==> config.mk <==
export PLATFORM = sky130hd
export DESIGN_NAME = bar_graph_renderer_flat
export DESIGN_NICKNAME = d
export VERILOG_FILES = /design/src/rtl/graphics_pkg.sv /design/src/rtl/bar_graph_renderer_if.sv /design/src/rtl/bar_peak_tracker.sv /design/src/rtl/bar_graph_renderer.sv /design/src/flat_wrapper.sv
export SDC_FILE = /design/constraint.sdc
export NUM_CORES = 2
export LEC_CHECK = 0
export CAP_MARGIN = 20
export CORE_UTILIZATION = 38
export CTS_CLUSTER_DIAMETER = 60
export CTS_CLUSTER_SIZE = 14
export DETAILED_ROUTE_END_ITERATION = 12
export HOLD_SLACK_MARGIN = 0.12
export SYNTH_ARGS = -nofsm -noshare
export SYNTH_HDL_FRONTEND = slang
export SYNTH_HIERARCHICAL = 1
export SYNTH_SLANG_ARGS = --single-unit
==> constraint.sdc <==
create_clock -name clk -period 14.6 [get_ports clk]
set_clock_uncertainty 0.05 [all_clocks]
set_input_delay 2.92 -clock clk [delete_from_list [all_inputs] [get_ports clk]]
set_output_delay 2.92 -clock clk [all_outputs]
set_load 0.03 [all_outputs]
==> src/rtl/graphics_pkg.sv <==
// Shared types and constants for the spectrum bar-graph renderer.
//   height_t        : 10-bit bar/peak height in pixels, measured from the bottom
//   rgb332_t        : RGB332 pixel byte
//   render_state_t  : bin-store / peak-update controller states
//   color_mode_t    : colour scheme selector
//   bin_to_height() : bin magnitude top bits -> height saturated to the active area
package graphics_pkg;

    typedef logic [9:0] height_t;
    typedef logic [7:0] rgb332_t;

    localparam rgb332_t BLACK  = 8'h00;
    localparam rgb332_t GREEN  = 8'h1C;
    localparam rgb332_t YELLOW = 8'hFC;
    localparam rgb332_t RED    = 8'hE0;
    localparam rgb332_t WHITE  = 8'hFF;

    typedef enum logic [1:0] {
        ST_IDLE,
        ST_SWAP,
        ST_PEAK_UPD
    } render_state_t;

    typedef enum logic [1:0] {
        MODE_GREEN    = 2'd0,
        MODE_GRADIENT = 2'd1,
        MODE_WHITE    = 2'd2,
        MODE_RSVD     = 2'd3
    } color_mode_t;

    function automatic height_t bin_to_height(input logic [9:0] top_bits,
                                              input int unsigned v_active);
        return (top_bits > 10'(v_active)) ? 10'(v_active) : top_bits;
    endfunction

endpackage

==> src/rtl/bar_graph_renderer_if.sv <==
// Bin write port of the bar-graph renderer (valid/ready).
//   wr_valid : write request            (master -> slave)
//   wr_index : bar index of the write    (master -> slave)
//   wr_value : bin magnitude             (master -> slave)
//   wr_last  : final write of a bin set  (master -> slave)
//   wr_ready : write accept              (slave -> master)
interface bar_graph_renderer_if #(
    parameter int SAMPLES = 32,
    parameter int WIDTH   = 32
);
    localparam int IDX_W = $clog2(SAMPLES);

    logic             wr_valid;
    logic             wr_ready;
    logic [IDX_W-1:0] wr_index;
    logic [WIDTH-1:0] wr_value;
    logic             wr_last;

    modport master (output wr_valid, output wr_index, output wr_value, output wr_last,
                    input  wr_ready);
    modport slave  (input  wr_valid, input  wr_index, input  wr_value, input  wr_last,
                    output wr_ready);
endinterface

==> src/rtl/bar_peak_tracker.sv <==
// Per-bar peak-hold markers with timed decay.
//   clk, rst_n : clock, asynchronous active-low reset
//   upd_en     : high while the controller is in the peak-update pass
//   upd_idx    : bar currently being updated (walks 0..SAMPLES-1)
//   upd_h      : front-bank height of bar upd_idx
//   upd_last   : the current update cycle handles the final bar
//   rd_idx     : render-pipeline read index
//   rd_peak    : peak height of bar rd_idx
module bar_peak_tracker
    import graphics_pkg::*;
#(
    parameter int SAMPLES   = 32,
    parameter int PEAK_HOLD = 30,
    parameter int DECAY     = 4
) (
    input  logic                       clk,
    input  logic                       rst_n,
    input  logic                       upd_en,
    output logic [$clog2(SAMPLES)-1:0] upd_idx,
    input  height_t                    upd_h,
    output logic                       upd_last,
    input  logic [$clog2(SAMPLES)-1:0] rd_idx,
    output height_t                    rd_peak
);

    localparam int IDX_W  = $clog2(SAMPLES);
    localparam int HOLD_W = (PEAK_HOLD < 1) ? 1 : $clog2(PEAK_HOLD + 1);

    height_t           peak [SAMPLES];
    logic [HOLD_W-1:0] hold [SAMPLES];
    logic [IDX_W-1:0]  idx;

    height_t           peak_nxt;
    logic [HOLD_W-1:0] hold_nxt;

    always_comb begin
        peak_nxt = peak[idx];
        hold_nxt = hold[idx];
        if (upd_h >= peak[idx]) begin
            peak_nxt = upd_h;
            hold_nxt = HOLD_W'(PEAK_HOLD);
        end else if (hold[idx] != '0) begin
            hold_nxt = hold[idx] - 1'b1;
        end else begin
            // clamp at zero rather than wrapping below the baseline
            peak_nxt = (peak[idx] > 10'(DECAY)) ? peak[idx] - 10'(DECAY) : '0;
        end
    end

    // SAMPLES is a power of two, so the iterator wraps to 0 after the last bar
    always_ff @(posedge clk or negedge rst_n) begin
        if (!rst_n) begin
            idx <= '0;
            for (int unsigned i = 0; i < SAMPLES; i++) begin
                peak[i] <= '0;
                hold[i] <= '0;
            end
        end else if (upd_en) begin
            idx       <= idx + 1'b1;
            peak[idx] <= peak_nxt;
            hold[idx] <= hold_nxt;
        end else begin
            idx <= '0;
        end
    end

    assign upd_idx  = idx;
    assign upd_last = upd_en && (idx == IDX_W'(SAMPLES - 1));
    assign rd_peak  = peak[rd_idx];

endmodule

==> src/rtl/bar_graph_renderer.sv <==
// Pipelined per-pixel spectrum bar-graph renderer.
//   clk, rst_n  : pixel clock, asynchronous active-low reset
//   wr          : bin write port (slave), fills the back bank of a double-buffered store
//   frame_start : one-cycle pulse at the start of vertical blanking
//   color_mode  : 0 green, 1 height gradient, 2 white, 3 as 0
//   pix_valid   : pix_x/pix_y address an active pixel
//   pix_x/pix_y : pixel column/row, origin top-left
//   rgb_valid   : pix_valid delayed by 3 cycles
//   rgb         : RGB332 pixel, 0 when rgb_valid is low
module bar_graph_renderer
    import graphics_pkg::*;
#(
    parameter int SAMPLES   = 32,
    parameter int WIDTH     = 32,
    parameter int H_ACTIVE  = 640,
    parameter int V_ACTIVE  = 480,
    parameter int BAR_W     = 20,
    parameter int GAP       = 2,
    parameter int PEAK_HOLD = 30,
    parameter int DECAY     = 4
) (
    input  logic                       clk,
    input  logic                       rst_n,
    bar_graph_renderer_if.slave        wr,
    input  logic                       frame_start,
    input  logic [1:0]                 color_mode,
    input  logic                       pix_valid,
    input  logic [9:0]                 pix_x,
    input  logic [9:0]                 pix_y,
    output logic                       rgb_valid,
    output logic [7:0]                 rgb
);

    localparam int          IDX_W  = $clog2(SAMPLES);
    localparam int unsigned AREA_W = SAMPLES * BAR_W;
    localparam int unsigned H_LIM  = H_ACTIVE;
    localparam int unsigned V_LIM  = V_ACTIVE;

    // ---------------- bin store and controller ----------------
    render_state_t    state, state_nxt;
    logic             front;
    logic             swap_pending;
    height_t          bank [2][SAMPLES];
    logic             wr_ready_int;
    logic             wr_xfer;
    height_t          wr_h;
    logic             upd_en;
    logic             upd_last;
    logic [IDX_W-1:0] upd_idx;
    height_t          upd_h;
    logic             unused_wr_value;

    assign wr_ready_int    = !swap_pending && (state == ST_IDLE);
    assign wr.wr_ready     = wr_ready_int;
    assign wr_xfer         = wr.wr_valid && wr_ready_int;
    assign wr_h            = bin_to_height(wr.wr_value[WIDTH-1 -: 10], V_ACTIVE);
    assign unused_wr_value = ^wr.wr_value;
    assign upd_en          = (state == ST_PEAK_UPD);
    assign upd_h           = bank[front][upd_idx];

    always_ff @(posedge clk or negedge rst_n) begin
        if (!rst_n) state <= ST_IDLE;
        else        state <= state_nxt;
    end

    // A wr_last transfer coinciding with frame_start still swaps this frame.
    always_comb begin
        state_nxt = state;
        case (state)
            ST_IDLE: begin
                if (frame_start)
                    state_nxt = (swap_pending || (wr_xfer && wr.wr_last)) ? ST_SWAP : ST_PEAK_UPD;
            end
            ST_SWAP:     state_nxt = ST_PEAK_UPD;
            ST_PEAK_UPD: if (upd_last) state_nxt = ST_IDLE;
            default:     state_nxt = ST_IDLE;
        endcase
    end

    // Index width covers exactly SAMPLES entries, so every index is in range.
    always_ff @(posedge clk or negedge rst_n) begin
        if (!rst_n) begin
            front        <= 1'b0;
            swap_pending <= 1'b0;
            for (int unsigned i = 0; i < SAMPLES; i++) begin
                bank[0][i] <= '0;
                bank[1][i] <= '0;
            end
        end else begin
            if (state == ST_SWAP) begin
                front        <= ~front;
                swap_pending <= 1'b0;
            end else if (wr_xfer && wr.wr_last) begin
                swap_pending <= 1'b1;
            end
            if (wr_xfer)
                bank[~front][wr.wr_index] <= wr_h;
        end
    end

    // ---------------- render pipeline ----------------
    logic             s1_valid, s1_oob;
    logic [IDX_W-1:0] s1_bar;
    logic [9:0]       s1_col, s1_y;
    color_mode_t      s1_mode;

    logic             s2_valid, s2_oob;
    logic [9:0]       s2_col;
    height_t          s2_h, s2_p, s2_r;
    color_mode_t      s2_mode;

    height_t          rd_peak;
    rgb332_t          pix_color;

    bar_peak_tracker #(
        .SAMPLES  (SAMPLES),
        .PEAK_HOLD(PEAK_HOLD),
        .DECAY    (DECAY)
    ) u_peak (
        .clk     (clk),
        .rst_n   (rst_n),
        .upd_en  (upd_en),
        .upd_idx (upd_idx),
        .upd_h   (upd_h),
        .upd_last(upd_last),
        .rd_idx  (s1_bar),
        .rd_peak (rd_peak)
    );

    // S1: bar/column split. Bars past SAMPLES alias in s1_bar but are flagged out of area.
    always_ff @(posedge clk or negedge rst_n) begin
        if (!rst_n) begin
            s1_valid <= 1'b0;
            s1_oob   <= 1'b0;
            s1_bar   <= '0;
            s1_col   <= '0;
            s1_y     <= '0;
            s1_mode  <= MODE_GREEN;
        end else begin
            s1_valid <= pix_valid;
            s1_oob   <= (32'(pix_x) >= AREA_W) || (32'(pix_x) >= H_LIM) || (32'(pix_y) >= V_LIM);
            s1_bar   <= IDX_W'(pix_x / 10'(BAR_W));
            s1_col   <= pix_x % 10'(BAR_W);
            s1_y     <= pix_y;
            s1_mode  <= color_mode_t'(color_mode);
        end
    end

    // S2: height/peak lookup, row converted to height above the bottom line
    always_ff @(posedge clk or negedge rst_n) begin
        if (!rst_n) begin
            s2_valid <= 1'b0;
            s2_oob   <= 1'b0;
            s2_col   <= '0;
            s2_h     <= '0;
            s2_p     <= '0;
            s2_r     <= '0;
            s2_mode  <= MODE_GREEN;
        end else begin
            s2_valid <= s1_valid;
            s2_oob   <= s1_oob;
            s2_col   <= s1_col;
            s2_h     <= bank[front][s1_bar];
            s2_p     <= rd_peak;
            s2_r     <= 10'(V_ACTIVE - 1) - s1_y;
            s2_mode  <= s1_mode;
        end
    end

    // S3: colour select, priority background > peak > bar > background
    always_comb begin
        pix_color = BLACK;
        if (s2_oob || (s2_col >= 10'(BAR_W - GAP))) begin
            pix_color = BLACK;
        end else if ((s2_p != '0) && ((s2_r == s2_p) || (s2_r == s2_p - 10'd1))) begin
            pix_color = (s2_mode == MODE_WHITE) ? RED : WHITE;
        end else if (s2_r < s2_h) begin
            case (s2_mode)
                MODE_GRADIENT: begin
                    if (s2_r < 10'(V_ACTIVE / 3))           pix_color = GREEN;
                    else if (s2_r < 10'((2 * V_ACTIVE) / 3)) pix_color = YELLOW;
                    else                                     pix_color = RED;
                end
                MODE_WHITE: pix_color = WHITE;
                default:    pix_color = GREEN;
            endcase
        end
    end

    always_ff @(posedge clk or negedge rst_n) begin
        if (!rst_n) begin
            rgb_valid <= 1'b0;
            rgb       <= BLACK;
        end else begin
            rgb_valid <= s2_valid;
            rgb       <= s2_valid ? pix_color : BLACK;
        end
    end

endmodule

==> src/flat_wrapper.sv <==
// flat-port wrapper written by rule: the top's interface ports become plain ports
module bar_graph_renderer_flat import graphics_pkg::*;
#(
    parameter int SAMPLES   = 32,
    parameter int WIDTH     = 32,
    parameter int H_ACTIVE  = 640,
    parameter int V_ACTIVE  = 480,
    parameter int BAR_W     = 20,
    parameter int GAP       = 2,
    parameter int PEAK_HOLD = 30,
    parameter int DECAY     = 4
)
  (clk, rst_n, frame_start, color_mode, pix_valid, pix_x, pix_y, rgb_valid, rgb, wr_wr_valid, wr_wr_index, wr_wr_value, wr_wr_last, wr_wr_ready);
  bar_graph_renderer_if #(.SAMPLES(SAMPLES), .WIDTH(WIDTH)) wr_i ();
  input  logic clk;
  input  logic rst_n;
  input  logic frame_start;
  input  logic [1:0] color_mode;
  input  logic pix_valid;
  input  logic [9:0] pix_x;
  input  logic [9:0] pix_y;
  output logic rgb_valid;
  output logic [7:0] rgb;
  input wire logic [$bits(wr_i.wr_valid)-1:0] wr_wr_valid;
  input wire logic [$bits(wr_i.wr_index)-1:0] wr_wr_index;
  input wire logic [$bits(wr_i.wr_value)-1:0] wr_wr_value;
  input wire logic [$bits(wr_i.wr_last)-1:0] wr_wr_last;
  output wire logic [$bits(wr_i.wr_ready)-1:0] wr_wr_ready;
  assign wr_i.wr_valid = wr_wr_valid;
  assign wr_i.wr_index = wr_wr_index;
  assign wr_i.wr_value = wr_wr_value;
  assign wr_i.wr_last = wr_wr_last;
  assign wr_wr_ready = wr_i.wr_ready;
  bar_graph_renderer #(.SAMPLES(SAMPLES), .WIDTH(WIDTH), .H_ACTIVE(H_ACTIVE), .V_ACTIVE(V_ACTIVE), .BAR_W(BAR_W), .GAP(GAP), .PEAK_HOLD(PEAK_HOLD), .DECAY(DECAY)) u_core (.clk(clk), .rst_n(rst_n), .wr(wr_i), .frame_start(frame_start), .color_mode(color_mode), .pix_valid(pix_valid), .pix_x(pix_x), .pix_y(pix_y), .rgb_valid(rgb_valid), .rgb(rgb));
endmodule
==> reports/metrics.yaml <==
status: "finished, final reports clean"
drt_wl_total_um: 173400
dpl.cell_count: 6961
slew_headroom_pct: 22.51
synth_seq_cells: 1204
drtIter0Drc: 4233
max-cap-violations: 0
syn_avg_cell_area_um2: 11.65
viasPerCell: 5.828
finalWorstSetupSlack_ns: 7.576
final_max_slew_viol_count: 0
required_ns: 15.19
dr.pass1.iters: 7
power.density_nw_per_um2: 192.3
area_growth_pct: 8.961
cts_buffers: 104
yosys.cell_types.count: 78
antenna_cells: 0
maxClockFrequency_ghz: 0.1424
cp-start-kind: "flop"
async_reset_ff_share_pct: 100.0
clock_sinks: 1204
gr-total-overflow: 0
dpl-instance-area_um2: 62660
cts-resized-gates: 0
coreArea_um2: 158400
synth-edff-count: 0
critPathKind: "flop to flop"
met1Wirelength_um: 74250
vias: 41560
dieWidth_um: 401.3
grt_max_degree: 171
nFillCells: 14760
clockBufferDepth: 3
hold_path_class: "flop to flop"
wl_met3_um: 12280
cp_max_fo: 84
routed.top_layer: "met5"
cts_root_buf: "clkbuf_16"
floorplan.initialDensity_pct: 38.25
cts.clk_slew.worst_paths_ns: 0.07
post_drt_wl_per_cell_um: 24.31
min_period_ns: 7.024
ys_seq_area_share_pct: 49.74
hold_viol: 0
ys.warnings.count: 6
cts_tree: "built"
antenna_found_initial: 2
synthTopCellsByCount: "dfrtp_1 (1,204), nand2_1 (1,003), o21ai_0 (802), mux4_2 (536), clkbuf_1 (288)"
netlist_instances: 5198
setup_violations: 0
htree_levels: 3
dp_hpwl_um: 109600
drive_above_1_share_pct: 17.49
cp-end-kind: "flop"
stdcell_area_um2: 66000
final_nets: 5104
met2_length_um: 80990
io_pins: 75
period_share_pct: 48.11
dieArea_um2: 161000
syn_area_um2: 60570
clk_latency_ns: 0.75
critical_path_arrival_ns: 7.62
gp_congestion: 0.8564
final_util_pct: 41.67
final_cells: 7131
place.port_buffers: 51
fin_tns_setup_ns: 0
worst_pin_slew_ns: 1.158
synth-main-ff-cell: "dfrtp_1"
synth.top_cells.by_area: "dfrtp_1 (50%), mux4_2 (20%), o21ai_0 (6.6%), nand2_1 (6.2%), mux2i_1 (3.5%)"
drc_errors: 0
grt_pass1_wl_um: 265100
drtAntennaViolNets: 0
ctsHoldBuffers: 0
grt_usage_pct: 21.58
rsz0062_at_grt: "false"
irDropWorstVdd_v: 0.0002586
power_leakage_nw: 27.34
synth_top_area_cell: "dfrtp_1"
dp_slack_ns: 7.265
post-cts-setup-buffers: 0
synth_most_common_cell: "dfrtp_1"
grt_pass1_vias: 41310
rows: 146
netlist.area_leader.share_pct: 49.74
die_y_um: 401.3
[layout by cell type, fill, tap and decap left out, types with 13 or more instances in the layout]
cell type	instances
nor2_1	200
ha_1	32
o22ai_1	106
buf_12	15
a21oi_1	59
clkdlybuf4s50_1	50
xor2_1	15
o21ai_0	802
buf_4	54
mux2_2	74
nand3_1	15
mux2i_1	209
and2_1	78
nor4_1	34
clkbuf_1	17
o31ai_1	67
a31oi_1	100
inv_1	37
clkbuf_16	105
dfrtp_1	1195
mux4_2	536
xnor2_1	13
nand2_1	998
[logic make-up (layout without fill, tap and decap cells)]
family | after synthesis | in the layout | share of synthesized area [%]
compound gates | 1201 | 1201 | 10.93
xor+xnor | 28 | 28 | 0.4049
fa+ha+maj | 33 | 33 | 0.6775
buf+inv | 471 | 328 | 3.365
flops | 1204 | 1204 | 49.74
mux | 821 | 821 | 24.80
other cells | 1 | 5 | 0.006191
simple gates | 1439 | 1439 | 10.09
[final timing paths]
check | cells after the start | start | slack [ns] | end
max reg2reg | 15 | u_core/front | 7.58 | u_core/u_peak/peak[71]
max in group asynchronous | 4 | rst_n | 9.60 | u_core/s1_bar[3]
max | 15 | u_core/front | 7.58 | u_core/u_peak/peak[71]
min in group asynchronous | 1 | rst_n | 2.16 | u_core/u_peak/hold[71]
min | 0 | u_core/s1_col[9] | 0.30 | u_core/s2_col[9]
min reg2reg | 0 | u_core/s1_col[9] | 0.30 | u_core/s2_col[9]
[routing by layer]
metal / global-route usage, % / up-vias
met3: 4.262 / 342
met2: 34.04 / 1413
met5: 0 / -
met4: 6.870 / 2
li1: - / 18620
met1: 29.98 / 21180
[critical path, stage by stage (launching register included)]
cell	delay (ns)
dfrtp_4	0.71
buf_12	0.52
buf_4	0.73
mux4_2	0.64
mux4_2	0.57
mux4_2	0.62
ha_1	0.33
o21a_1	0.20
o21ai_0	0.09
nand2_1	0.08
a41o_1	0.23
o22a_1	0.45
a31oi_1	0.58
nand2_1	0.45
buf_16	0.30
a31oi_1	0.18
[power by group]
| part | internal, mW | total, mW | switching [mW] |
|---|---|---|---|
| sequential | 4.01 | 4.59 | 0.585 |
| clock | 1.42 | 2.70 | 1.28 |
| combinational | 1.94 | 5.40 | 3.46 |
[cell type report]
type	count	area (µm²)	share of cell area, %
Inverter	38	142.6	0.2161
Timing Repair Buffer	132	1451	2.199
Clock inverter	28	320.3	0.4853
Multi-Input combinational cell	3527	28530	43.23
Clock buffer	130	2801	4.245
Sequential cell	1204	30160	45.69
Tap cell	2072	2592	3.928
[flip-flops by register name, summed over array words and instances (netlist names), 3 cells and up]
register and count:
u_core/bank 640, u_core/rgb 3, u_core/s1_bar 5, u_core/s1_col 9, u_core/s1_y 10, u_core/s2_col 9, u_core/s2_h 10, u_core/s2_p 10
u_core/s2_r 10, u_core/u_peak/hold 160, u_core/u_peak/peak 320, u_core/u_peak/upd_idx 5
[metrics by stage]
stage | power [mW] | hold slack [ns]
after floorplan | 8.287 | 0.2812
after global placement | 9.718 | 0.2817
after detailed placement | 9.919 | 0.2847
after CTS | 12.62 | 0.2964
after global routing | 13.36 | 0.3035
final | 12.69 | 0.2968
(Power assumes the default switching activity.)
